==> src/rtl/corr_pkg.sv <==
// Shared definitions for the correlation window engine and its controller.
//   corr_state_t : engine FSM states (IDLE, RUN, DRAIN, DONE)
//   CORR_W       : width of the similarity score
//   CORR_SAT     : value at which the SAD is clamped before inversion
//   acc_width()  : SAD accumulator width for a given pixel width / pair count
package corr_pkg;

    localparam int CORR_W = 16;
    localparam logic [CORR_W-1:0] CORR_SAT = 16'hFFFF;

    typedef enum logic [1:0] {
        IDLE,
        RUN,
        DRAIN,
        DONE
    } corr_state_t;

    // One guard bit above the exact worst-case sum of n PIX_W-bit differences.
    function automatic int acc_width(input int pix_w, input int n);
        return pix_w + $clog2(n) + 1;
    endfunction

endpackage

==> src/rtl/corr_addr_gen.sv <==
// Window read address generator for corr_window_engine.
// Walks (col,row) over the TPL_W x TPL_H template, producing registered frame
// and template addresses plus a frame read strobe that is suppressed for
// pixels falling right of or below the frame edge.
// Ports:
//   clk, rst_n      : clock, synchronous active-low reset
//   load            : start of window; latches x/y and issues pair (0,0)
//   step            : issue the next pair of the current window
//   x, y            : window start coordinate (used when load=1)
//   frame_addr      : y*H_RES + x of the issued pixel (held when clipped)
//   frame_rd        : frame read strobe for the issued pixel
//   tpl_addr        : row*TPL_W + col, advances even for clipped pixels
//   last            : high while the final pair of the window is presented
module corr_addr_gen
    import corr_pkg::*;
#(
    parameter int H_RES   = 640,
    parameter int V_RES   = 480,
    parameter int TPL_W   = 16,
    parameter int TPL_H   = 16,
    parameter int FADDR_W = 19,
    parameter int TADDR_W = 8
) (
    input  logic               clk,
    input  logic               rst_n,
    input  logic               load,
    input  logic               step,
    input  logic [12:0]        x,
    input  logic [12:0]        y,
    output logic [FADDR_W-1:0] frame_addr,
    output logic               frame_rd,
    output logic [TADDR_W-1:0] tpl_addr,
    output logic               last
);

    localparam int CW = $clog2(TPL_W);
    localparam int RW = $clog2(TPL_H);

    logic [12:0]        base_x;
    logic [12:0]        base_y;
    logic [CW-1:0]      col;
    logic [RW-1:0]      row;

    logic [12:0]        cur_x;
    logic [12:0]        cur_y;
    logic [CW-1:0]      cur_col;
    logic [RW-1:0]      cur_row;
    logic [13:0]        px;
    logic [13:0]        py;
    logic               in_frame;
    logic               last_pair;
    logic               col_wrap;
    logic [FADDR_W-1:0] lin_addr;
    logic [TADDR_W-1:0] tpl_lin;

    // On load the first pair is issued straight from the start inputs so the
    // first read appears in the cycle right after the start is accepted; the
    // counters therefore always hold the next pair to issue.
    always_comb begin
        cur_x     = load ? x : base_x;
        cur_y     = load ? y : base_y;
        cur_col   = load ? '0 : col;
        cur_row   = load ? '0 : row;
        px        = {1'b0, cur_x} + 14'(cur_col);
        py        = {1'b0, cur_y} + 14'(cur_row);
        in_frame  = (px < 14'(H_RES)) && (py < 14'(V_RES));
        col_wrap  = (cur_col == CW'(TPL_W - 1));
        last_pair = col_wrap && (cur_row == RW'(TPL_H - 1));
        lin_addr  = FADDR_W'(py) * FADDR_W'(H_RES) + FADDR_W'(px);
        tpl_lin   = TADDR_W'(cur_row) * TADDR_W'(TPL_W) + TADDR_W'(cur_col);
    end

    always_ff @(posedge clk) begin
        if (!rst_n) begin
            base_x     <= '0;
            base_y     <= '0;
            col        <= '0;
            row        <= '0;
            frame_addr <= '0;
            frame_rd   <= 1'b0;
            tpl_addr   <= '0;
            last       <= 1'b0;
        end else begin
            frame_rd <= 1'b0;
            last     <= 1'b0;
            if (load || step) begin
                if (load) begin
                    base_x <= x;
                    base_y <= y;
                end
                frame_rd <= in_frame;
                if (in_frame) begin
                    frame_addr <= lin_addr;
                end
                tpl_addr <= tpl_lin;
                last     <= last_pair;
                if (col_wrap) begin
                    col <= '0;
                    row <= cur_row + RW'(1);
                end else begin
                    col <= cur_col + CW'(1);
                    row <= cur_row;
                end
            end
        end
    end

endmodule

==> src/rtl/corr_window_engine.sv <==
// Correlation window engine: for each accepted start (iX,iY) reads a
// TPL_W x TPL_H window of the frame and the template, accumulates the sum of
// absolute differences and reports 16'hFFFF - sat16(SAD) with a one-cycle
// oCorrFinished pulse. Pixels outside the frame read as 0 without a frame
// access.
// Optional feature macro: CORR_SAT_FLAG_EN adds oCorrSat (SAD saturated).
// Ports:
//   iCLK, iRST       : clock, synchronous active-low reset
//   iStart, iX, iY   : window start request, accepted only while oReady=1
//   oReady           : engine idle
//   oFrameAddr/oFrameRd, iFrameData : frame buffer read port (1-cycle latency)
//   oTplAddr, iTplData               : template read port (1-cycle latency)
//   oCorr, oCorrFinished             : score and its completion pulse
//   oCorrSat (optional)              : score was forced to 0 by saturation
module corr_window_engine
    import corr_pkg::*;
#(
    parameter int H_RES   = 640,
    parameter int V_RES   = 480,
    parameter int TPL_W   = 16,
    parameter int TPL_H   = 16,
    parameter int PIX_W   = 8,
    parameter int FADDR_W = 19,
    parameter int TADDR_W = 8
) (
    input  logic               iCLK,
    input  logic               iRST,
    input  logic               iStart,
    input  logic [12:0]        iX,
    input  logic [12:0]        iY,
    output logic               oReady,
    output logic [FADDR_W-1:0] oFrameAddr,
    output logic               oFrameRd,
    input  logic [PIX_W-1:0]   iFrameData,
    output logic [TADDR_W-1:0] oTplAddr,
    input  logic [PIX_W-1:0]   iTplData,
    output logic [CORR_W-1:0]  oCorr,
    output logic               oCorrFinished
`ifdef CORR_SAT_FLAG_EN
    ,
    output logic               oCorrSat
`endif
);

    localparam int ACC_W = acc_width(PIX_W, TPL_W * TPL_H);
    localparam int CMP_W = (ACC_W > CORR_W) ? ACC_W : CORR_W;

    corr_state_t       state;
    logic              load;
    logic              step;
    logic              last;
    logic              acc_vld;
    logic              acc_inb;
    logic [ACC_W-1:0]  acc;
    logic [ACC_W-1:0]  acc_next;
    logic [PIX_W-1:0]  frame_pix;
    logic [PIX_W-1:0]  abs_diff;
    logic [CMP_W-1:0]  acc_ext;
    logic              over;
    logic [CORR_W-1:0] sad16;

    corr_addr_gen #(
        .H_RES  (H_RES),
        .V_RES  (V_RES),
        .TPL_W  (TPL_W),
        .TPL_H  (TPL_H),
        .FADDR_W(FADDR_W),
        .TADDR_W(TADDR_W)
    ) u_addr_gen (
        .clk       (iCLK),
        .rst_n     (iRST),
        .load      (load),
        .step      (step),
        .x         (iX),
        .y         (iY),
        .frame_addr(oFrameAddr),
        .frame_rd  (oFrameRd),
        .tpl_addr  (oTplAddr),
        .last      (last)
    );

    // acc_vld/acc_inb trail the presented pair by one cycle so they line up
    // with the returned data; clipped pairs substitute a 0 frame pixel.
    always_comb begin
        load      = (state == IDLE) && iStart;
        step      = (state == RUN) && !last;
        frame_pix = acc_inb ? iFrameData : '0;
        abs_diff  = (frame_pix >= iTplData) ? (frame_pix - iTplData)
                                            : (iTplData - frame_pix);
        acc_next  = acc_vld ? (acc + ACC_W'(abs_diff)) : acc;
        acc_ext   = CMP_W'(acc_next);
        over      = acc_ext > CMP_W'(CORR_SAT);
        sad16     = over ? CORR_SAT : acc_ext[CORR_W-1:0];
    end

    // The score is taken from acc_next in DRAIN so the last pair, returned
    // in that same cycle, is included and the pulse lands in DONE.
    always_ff @(posedge iCLK) begin
        if (!iRST) begin
            state         <= IDLE;
            oReady        <= 1'b1;
            oCorr         <= '0;
            oCorrFinished <= 1'b0;
            acc_vld       <= 1'b0;
            acc_inb       <= 1'b0;
            acc           <= '0;
`ifdef CORR_SAT_FLAG_EN
            oCorrSat      <= 1'b0;
`endif
        end else begin
            oCorrFinished <= 1'b0;
            acc_vld       <= (state == RUN);
            acc_inb       <= oFrameRd;
            acc           <= acc_next;
            case (state)
                IDLE: begin
                    if (iStart) begin
                        acc    <= '0;
                        oReady <= 1'b0;
                        state  <= RUN;
                    end
                end
                RUN: begin
                    if (last) begin
                        state <= DRAIN;
                    end
                end
                DRAIN: begin
                    oCorr         <= CORR_SAT - sad16;
                    oCorrFinished <= 1'b1;
`ifdef CORR_SAT_FLAG_EN
                    oCorrSat      <= over;
`endif
                    state         <= DONE;
                end
                DONE: begin
                    oReady <= 1'b1;
                    state  <= IDLE;
                end
                default: begin
                    oReady <= 1'b1;
                    state  <= IDLE;
                end
            endcase
        end
    end

endmodule

==> config.mk <==
export PLATFORM = sky130hd
export DESIGN_NAME = corr_window_engine
export DESIGN_NICKNAME = d
export VERILOG_FILES = /design/src/rtl/corr_pkg.sv /design/src/rtl/corr_addr_gen.sv /design/src/rtl/corr_window_engine.sv
export SDC_FILE = /design/constraint.sdc
export NUM_CORES = 1
export LEC_CHECK = 0
export CAP_MARGIN = 20
export CORE_UTILIZATION = 43
export CTS_BUF_LIST = sky130_fd_sc_hd__clkbuf_4 sky130_fd_sc_hd__clkbuf_8 sky130_fd_sc_hd__clkbuf_16
export CTS_CLUSTER_SIZE = 30
export DETAILED_ROUTE_END_ITERATION = 16
export REMOVE_ABC_BUFFERS = 1
export SLEW_MARGIN = 30
export SYNTH_ARGS = -nofsm -noshare
export SYNTH_HDL_FRONTEND = slang
export SYNTH_HIERARCHICAL = 1
export SYNTH_SLANG_ARGS = --single-unit
==> constraint.sdc <==
create_clock -name iCLK -period 7.5 [get_ports iCLK]
set_input_delay 1.125 -clock iCLK [delete_from_list [all_inputs] [get_ports iCLK]]
set_output_delay 1.125 -clock iCLK [all_outputs]
set_load 0.05 [all_outputs]
After elaboration in Yosys (flattened, before gate mapping)
Index checks and enable logic that the tools add are counted.

Flip-flop bits (word level): 102. Word-level logic and storage cells: 67.

Add/subtract/negate cells: 10. $mul: 1. Order comparisons: 4. Equality and inequality tests: 7. Muxes and demuxes: 18. Reduce and logical (&&, ||, !) cells: 12.

Operators with widths (number): 17-bit two-way mux (3); 13-bit by 4-bit adder with 14-bit output (2); 13-bit two-way mux (2); 19-bit by 14-bit adder with 19-bit output (1); 17-bit by 8-bit adder with 17-bit output (1); 17-bit by 16-bit > comparator with 1-bit output (second input constant) (1); 16-bit two-way mux (1); 4-bit two-way mux (4); 8-bit two-way mux (2); 16-bit subtractor (first input constant) (1); 8-bit subtractor (2); 14-bit by 10-bit < comparator with 1-bit output (second input constant) (1); 14-bit by 9-bit < comparator with 1-bit output (second input constant) (1); 14-bit by 3-bit multiplier with 12-bit output (second input constant) (1); 4-bit by 1-bit adder with 4-bit output (second input constant) (2); 8-bit by 4-bit adder with 8-bit output (1); 4-bit equality test (second input constant) (2); 8-bit greater-or-equal comparator (1); 2-bit one-hot mux with 4 select lines (1); 2-bit AND reduction (4); 2-bit equality test (second input constant) (2); 1-bit logical AND (4); 2-bit two-way mux (2); 2-bit by 1-bit equality test with 1-bit output (second input constant) (1); other kinds (8) (9).

Depth between registers and ports, before layout
Depth in word-level cells: 8. Gate-level depth with buffers: 30. Mapped depth without buffers: 24.

Cells and area by module
Netlist, hierarchy kept.

By module, submodules not included: corr_addr_gen (instances 1, cells each 469, area each 4299.1 µm², seq. area each 1261.2 µm²); corr_window_engine (instances 1, cells each 299, area each 2588.7 µm², seq. area each 780.7 µm²).

Worst setup path before layout
Ideal clock, no wire load.

Path kind: input to register. Start point: in iStart. End point: reg u_addr_gen.frame_addr[17]. Library setup time: 0.066 ns. Data arrival time: 6.459 ns. Required time: 7.434 ns. Path slack: 0.976 ns. Cell stages on the path: 25. Buffers on the path: 6. Cells stage by stage: nand2_1 > inv_1 > buf_6 > buf_2 > buf_2 > buf_2 > buf_1 > clkbuf_1 > nor2b_1 > ha_1 > ha_1 > nor3_1 > a2111oi_0 > xnor2_1 > mux2i_4 > mux2_2 > ha_1 > a21oi_1 > a21boi_0 > o311ai_0 > o211ai_1 > a2111oi_0 > xor2_1 > mux2i_1 > nor2b_1.

Word-level cells in the longest chain between the ends: 6. Elaborated cells between the ends (all ways): 14.

Ends and longest elaborated chain: start: declaration (line corr_window_engine.sv:28) `input logic iStart,`; 1-bit logical AND * (line corr_window_engine.sv:85) `load = (state == IDLE) && iStart;`; named net load (line corr_window_engine.sv:49) `logic load;`; 4-bit two-way mux * (line corr_addr_gen.sv:63) `cur_row = load ? '0 : row;`; named net u_addr_gen.cur_row[0] (line corr_addr_gen.sv:47) `logic [RW-1:0] cur_row;`; 13-bit by 4-bit adder with 14-bit output * (line corr_addr_gen.sv:65) `py = {1'b0, cur_y} + 14'(cur_row);`; parallel branches: the longest is 3 deep, another holds 19-bit by 14-bit adder with 19-bit output; end signal: assignment (line corr_addr_gen.sv:93) `frame_addr <= lin_addr;`; end: declaration (line corr_addr_gen.sv:30) `output logic [FADDR_W-1:0] frame_addr,`.

Mark *: on every way through the listed nets, which the timed path passes. A chain may end at the register's enable or synchronous reset.

Worst setup path in the final report
Start point: in iStart. End point: reg u_addr_gen.frame_addr[17].

Word-level cells in the longest chain between the ends: 6. Elaborated cells between the ends (all ways): 14.

Ends and longest elaborated chain: 1-bit logical AND * (line corr_window_engine.sv:85); named net load (line corr_window_engine.sv:49); 13-bit two-way mux * (line corr_addr_gen.sv:61) `cur_y = load ? y : base_y;`; named net u_addr_gen.cur_y[0] (line corr_addr_gen.sv:45) `logic [12:0] cur_y;`; 13-bit by 4-bit adder with 14-bit output * (line corr_addr_gen.sv:65); parallel branches: the longest is 3 deep, another holds 19-bit by 14-bit adder with 19-bit output.

Marked as above.

==> reports/qor.yml <==
viasPerCell: 5.186
worst_pin_slew_ns: 0.6334
synth-compound-area-share: 0.1530
postSynthCellCount: 768
rr_startpoint: "state[0]"
n_antenna_cell: 0
port_buffers: 90
synth_area_sq_mm: 0.006888
post_cts_resized: 0
path_cells: "clkdlybuf4s50_1 -> nand2_1 -> inv_2 -> mux2_2 -> ha_1 -> ha_1 -> nor3_1 -> a2111oi_0 -> xnor2_1 -> mux2i_4 -> mux2_2 -> ha_1 -> a21oi_1 -> a21boi_0 -> o311ai_0 -> o211ai_1 -> a2111oi_0 -> xor2_1 -> mux2i_1 -> nor2b_1"
place_hpwl_um: 11430
syn_area_per_cell_sq_um: 8.969
hold_violations: 0
tns_ns: 0
whs_path_depth: 2
clock_power_share: 0.178
finalInstanceArea_sq_mm: 0.008198
grt.overflow.total: 0
min_period_over_period: 0.8622
cpMostUsedCell: "ha_1"
worst-path-max-fanout: 28
hp-class: "flip-flop to flip-flop"
regArea_sq_mm: 0.002042
ys_warn_count: 6
critPathLaunchType: "input pin"
synthFlopType: "dfxtp_1"
firstDrtPassIters: 4
wl_um: 15090
max-slew-margin-rel: 0.5668
synth_top_family_by_area: "simple AND/OR/NAND/NOR gates"
grt_usage: 0.1897
die-height_um: 128.6
slew_violations: 0
r2r_slack_ns: 1.65
h-tree-depth: 3
leakagePower_nw: 3.259
ios: 91
outcome: "completed"
min_period_ns: 6.467
ir_worst_vdd_v: 0.0001770
p_seq_frac: 0.282
clock_latency_ns: 0.35
ant_nets: 0
rows: 45
die_w_um: 128.6
synth_edf_count: 0
p_per_area_mw_per_mm2: 304.9
grt_pass1_wl_um: 25160
critPathRequiredTime_ns: 7.79
synth_adder_area_share: 0.1301
p_comb_frac: 0.540
layout.nets: 959
synth_xor_area_frac: 0.08392
p_int_mw: 1.436
async_flop_share: 0
placed_area_sq_mm: 0.007928
syn_to_final_growth_pct: 19.02
wl_per_cell_um: 14.24
p_sw_mw: 1.064
ys_seq_elements: 102
start_util: 0.4465
rsz0062_at_grt: "false"
drt_iter0_drc: 296
drive_above_1_share: 0.05889
remaining_drc_errors: 0
multi_input_area_sq_mm: 0.004531
synth_mux_area_frac: 0.1012
grt_pass1_vias: 5243
holdCritStartpoint: "oCorr[7]"
cts_inserted_buffers: 9
setup_violations: 0
die_area_sq_mm: 0.01653
timing.rr.end: "u_addr_gen/frame_addr[17]"
yosysSeqAreaShare: 0.2965
critPathSlowestCell: "a2111oi_0"
clk_pin_slew_worst_paths_ns: 0.07
p_sw_frac: 0.4256
clockBufferDepth: 2
critPathMaxStageDelay_ns: 0.52
fin_skew_ns: 0.01174
worstSetupEndpointType: "flip-flop"
clock.fmax_mhz: 154.6
cts_setup_buffers: 0
cts_tree: "built"
antenna_found_initial: 0
synth-simple-area-share: 0.1893
cts-root-buf: "clkbuf_16"
max-cap-violations: 0
fillers: 1456
ys_types: 67
worst_ep_arrival_time_ns: 6.75
vias: 5497
crit_type: "input pin to flip-flop"
grt_max_degree: 62
core-area_sq_mm: 0.01543
clock_sinks: 102
gp_congestion: 0.8688
postCtsHoldBufs: 0
r2r_cells: 21
hold_end: "oCorr[7]"
## registers in the layout (all words and copies together), names as in the netlist
signal,flops
acc,17
acc_inb,1
acc_vld,1
oCorr,16
oCorrFinished,1
oReady,1
state,2
u_addr_gen/base_x,13
u_addr_gen/base_y,13
u_addr_gen/col,4
u_addr_gen/frame_addr,19
u_addr_gen/frame_rd,1
u_addr_gen/last,1
u_addr_gen/row,4
u_addr_gen/tpl_addr,8
## per-layer routing
| layer | vias up | global-route usage | wire [um] |
|---|---|---|---|
| li1 | 2842 | - | - |
| met1 | 2548 | 0.2476 | 7405 |
| met2 | 93 | 0.3205 | 6966 |
| met3 | 14 | 0.03410 | 484 |
| met4 | 0 | 0.05260 | 235 |
| met5 | - | 0 | 0 |
## cell usage in the layout, fill, tap and decap left out, types with 8 or more instances in the layout
| cell type | Yosys | final |
|---|---|---|
| a211oi_1 | 8 | 8 |
| a21boi_0 | 8 | 8 |
| a21o_1 | 10 | 10 |
| a21oi_1 | 32 | 32 |
| a31oi_1 | 8 | 8 |
| and2_1 | 15 | 15 |
| clkbuf_16 | 0 | 9 |
| clkdlybuf4s50_1 | 0 | 89 |
| dfxtp_1 | 102 | 102 |
| ha_1 | 62 | 62 |
| inv_1 | 46 | 45 |
| mux2_2 | 11 | 11 |
| mux2i_1 | 55 | 55 |
| nand2_1 | 45 | 45 |
| nand2b_1 | 10 | 10 |
| nand3_1 | 21 | 21 |
| nor2_1 | 55 | 55 |
| nor2b_1 | 50 | 49 |
| o211ai_1 | 8 | 8 |
| o21ai_0 | 31 | 31 |
| xnor2_1 | 42 | 42 |
| xor2_1 | 24 | 24 |
## power by group through the flow
| stage | clock, mW | sequential (mW) | combinational, mW |
|---|---|---|---|
| finish | 0.445 | 0.704 | 1.35 |
| global route | 0.481 | 0.717 | 1.49 |
| CTS | 0.461 | 0.705 | 1.36 |
| detailed placement | 0 | 0.715 | 1.35 |
| global placement | 0 | 0.712 | 1.33 |
| floorplan | 0 | 0.885 | 0.850 |
## cells in the mapped netlist, drive strengths merged (2+ instances only)
cell     instances  area (sq um)
a2111oi          5         62.56
a211o            2         17.52
a211oi           8         60.06
a21boi           8         60.06
a21o            10         75.07
a21oi           32         160.2
a22o             9         82.58
a311oi           2         17.52
a31oi            8         50.05
a32o             4         40.04
and2            15         93.84
and3             2         12.51
and4             3         28.78
buf             13         96.34
clkbuf          13         48.80
dfxtp          102          2042
fa               6         120.1
ha              62         775.7
inv             46         172.7
mux2            11         123.9
mux2i           56         573.1
nand2           45         168.9
nand2b          10         62.56
nand3           21         105.1
nand3b           4         42.54
nand4            6         37.54
nand4b           4         35.03
nor2            55         206.5
nor2b           51         326.6
nor3             7         35.03
nor4b            2         17.52
o2111a           3         36.28
o211ai           9         72.57
o21a             7         52.55
o21ai           31         155.2
o22a             2         17.52
o22ai            2         12.51
o311a            2         31.28
o31ai            2         15.01
or2              4         27.53
or3              8         51.30
xnor2           42         367.9
xor2            24         210.2
## kinds of logic after synthesis
kind of cell    after synthesis
simple gates                243
compound gates              150
flops                       102
buf+inv                      72
fa+ha+maj                    68
mux                          67
xor+xnor                     66
## critical path: cells and delay by family
kind,cells,cell delay [ns]
buffers and inverters,2,0.93
XOR/XNOR,2,0.50
multiplexers,4,0.89
AO/OA/AOI/OAI,6,1.76
AND/OR/NAND/NOR,3,0.75
adder cells (fa/ha/maj),3,0.77
## how the worst max path moves through the flow
stage / to / from / slack, ns / depth (start not counted)
after floorplan: u_addr_gen/frame_addr[17] / iStart / 0.89 / 19
after global placement: u_addr_gen/frame_addr[17] / iStart / 0.91 / 20
after detailed placement: u_addr_gen/frame_addr[17] / iStart / 0.66 / 20
after CTS: u_addr_gen/frame_addr[17] / iStart / 1.04 / 20
after global routing: u_addr_gen/frame_addr[17] / iStart / 0.52 / 20
final: u_addr_gen/frame_addr[17] / iStart / 1.03 / 20
## stage by stage
stage	util	std cells	power (mW)	hold slack, ns	setup slack [ns]
floorplan	-	742	1.735	0.4550	0.8882
global placement	0.5137	1046	2.040	0.4427	0.9135
detailed placement	0.5139	1046	2.063	0.4429	0.6587
CTS	0.5314	1060	2.523	0.4607	1.035
global route	0.5314	1060	2.690	0.4877	0.5227
finish	0.5314	1060	2.500	0.4569	1.033
## area by class of cell
cell class,instances,area share
inverter,46,0.02106
clock inverter,5,0.005495
tap,211,0.03220
sequential,102,0.2491
multi-input combinational,594,0.5527
timing repair buffer,93,0.1120
clock buffer,9,0.02747
(Power assumes the default switching activity.)
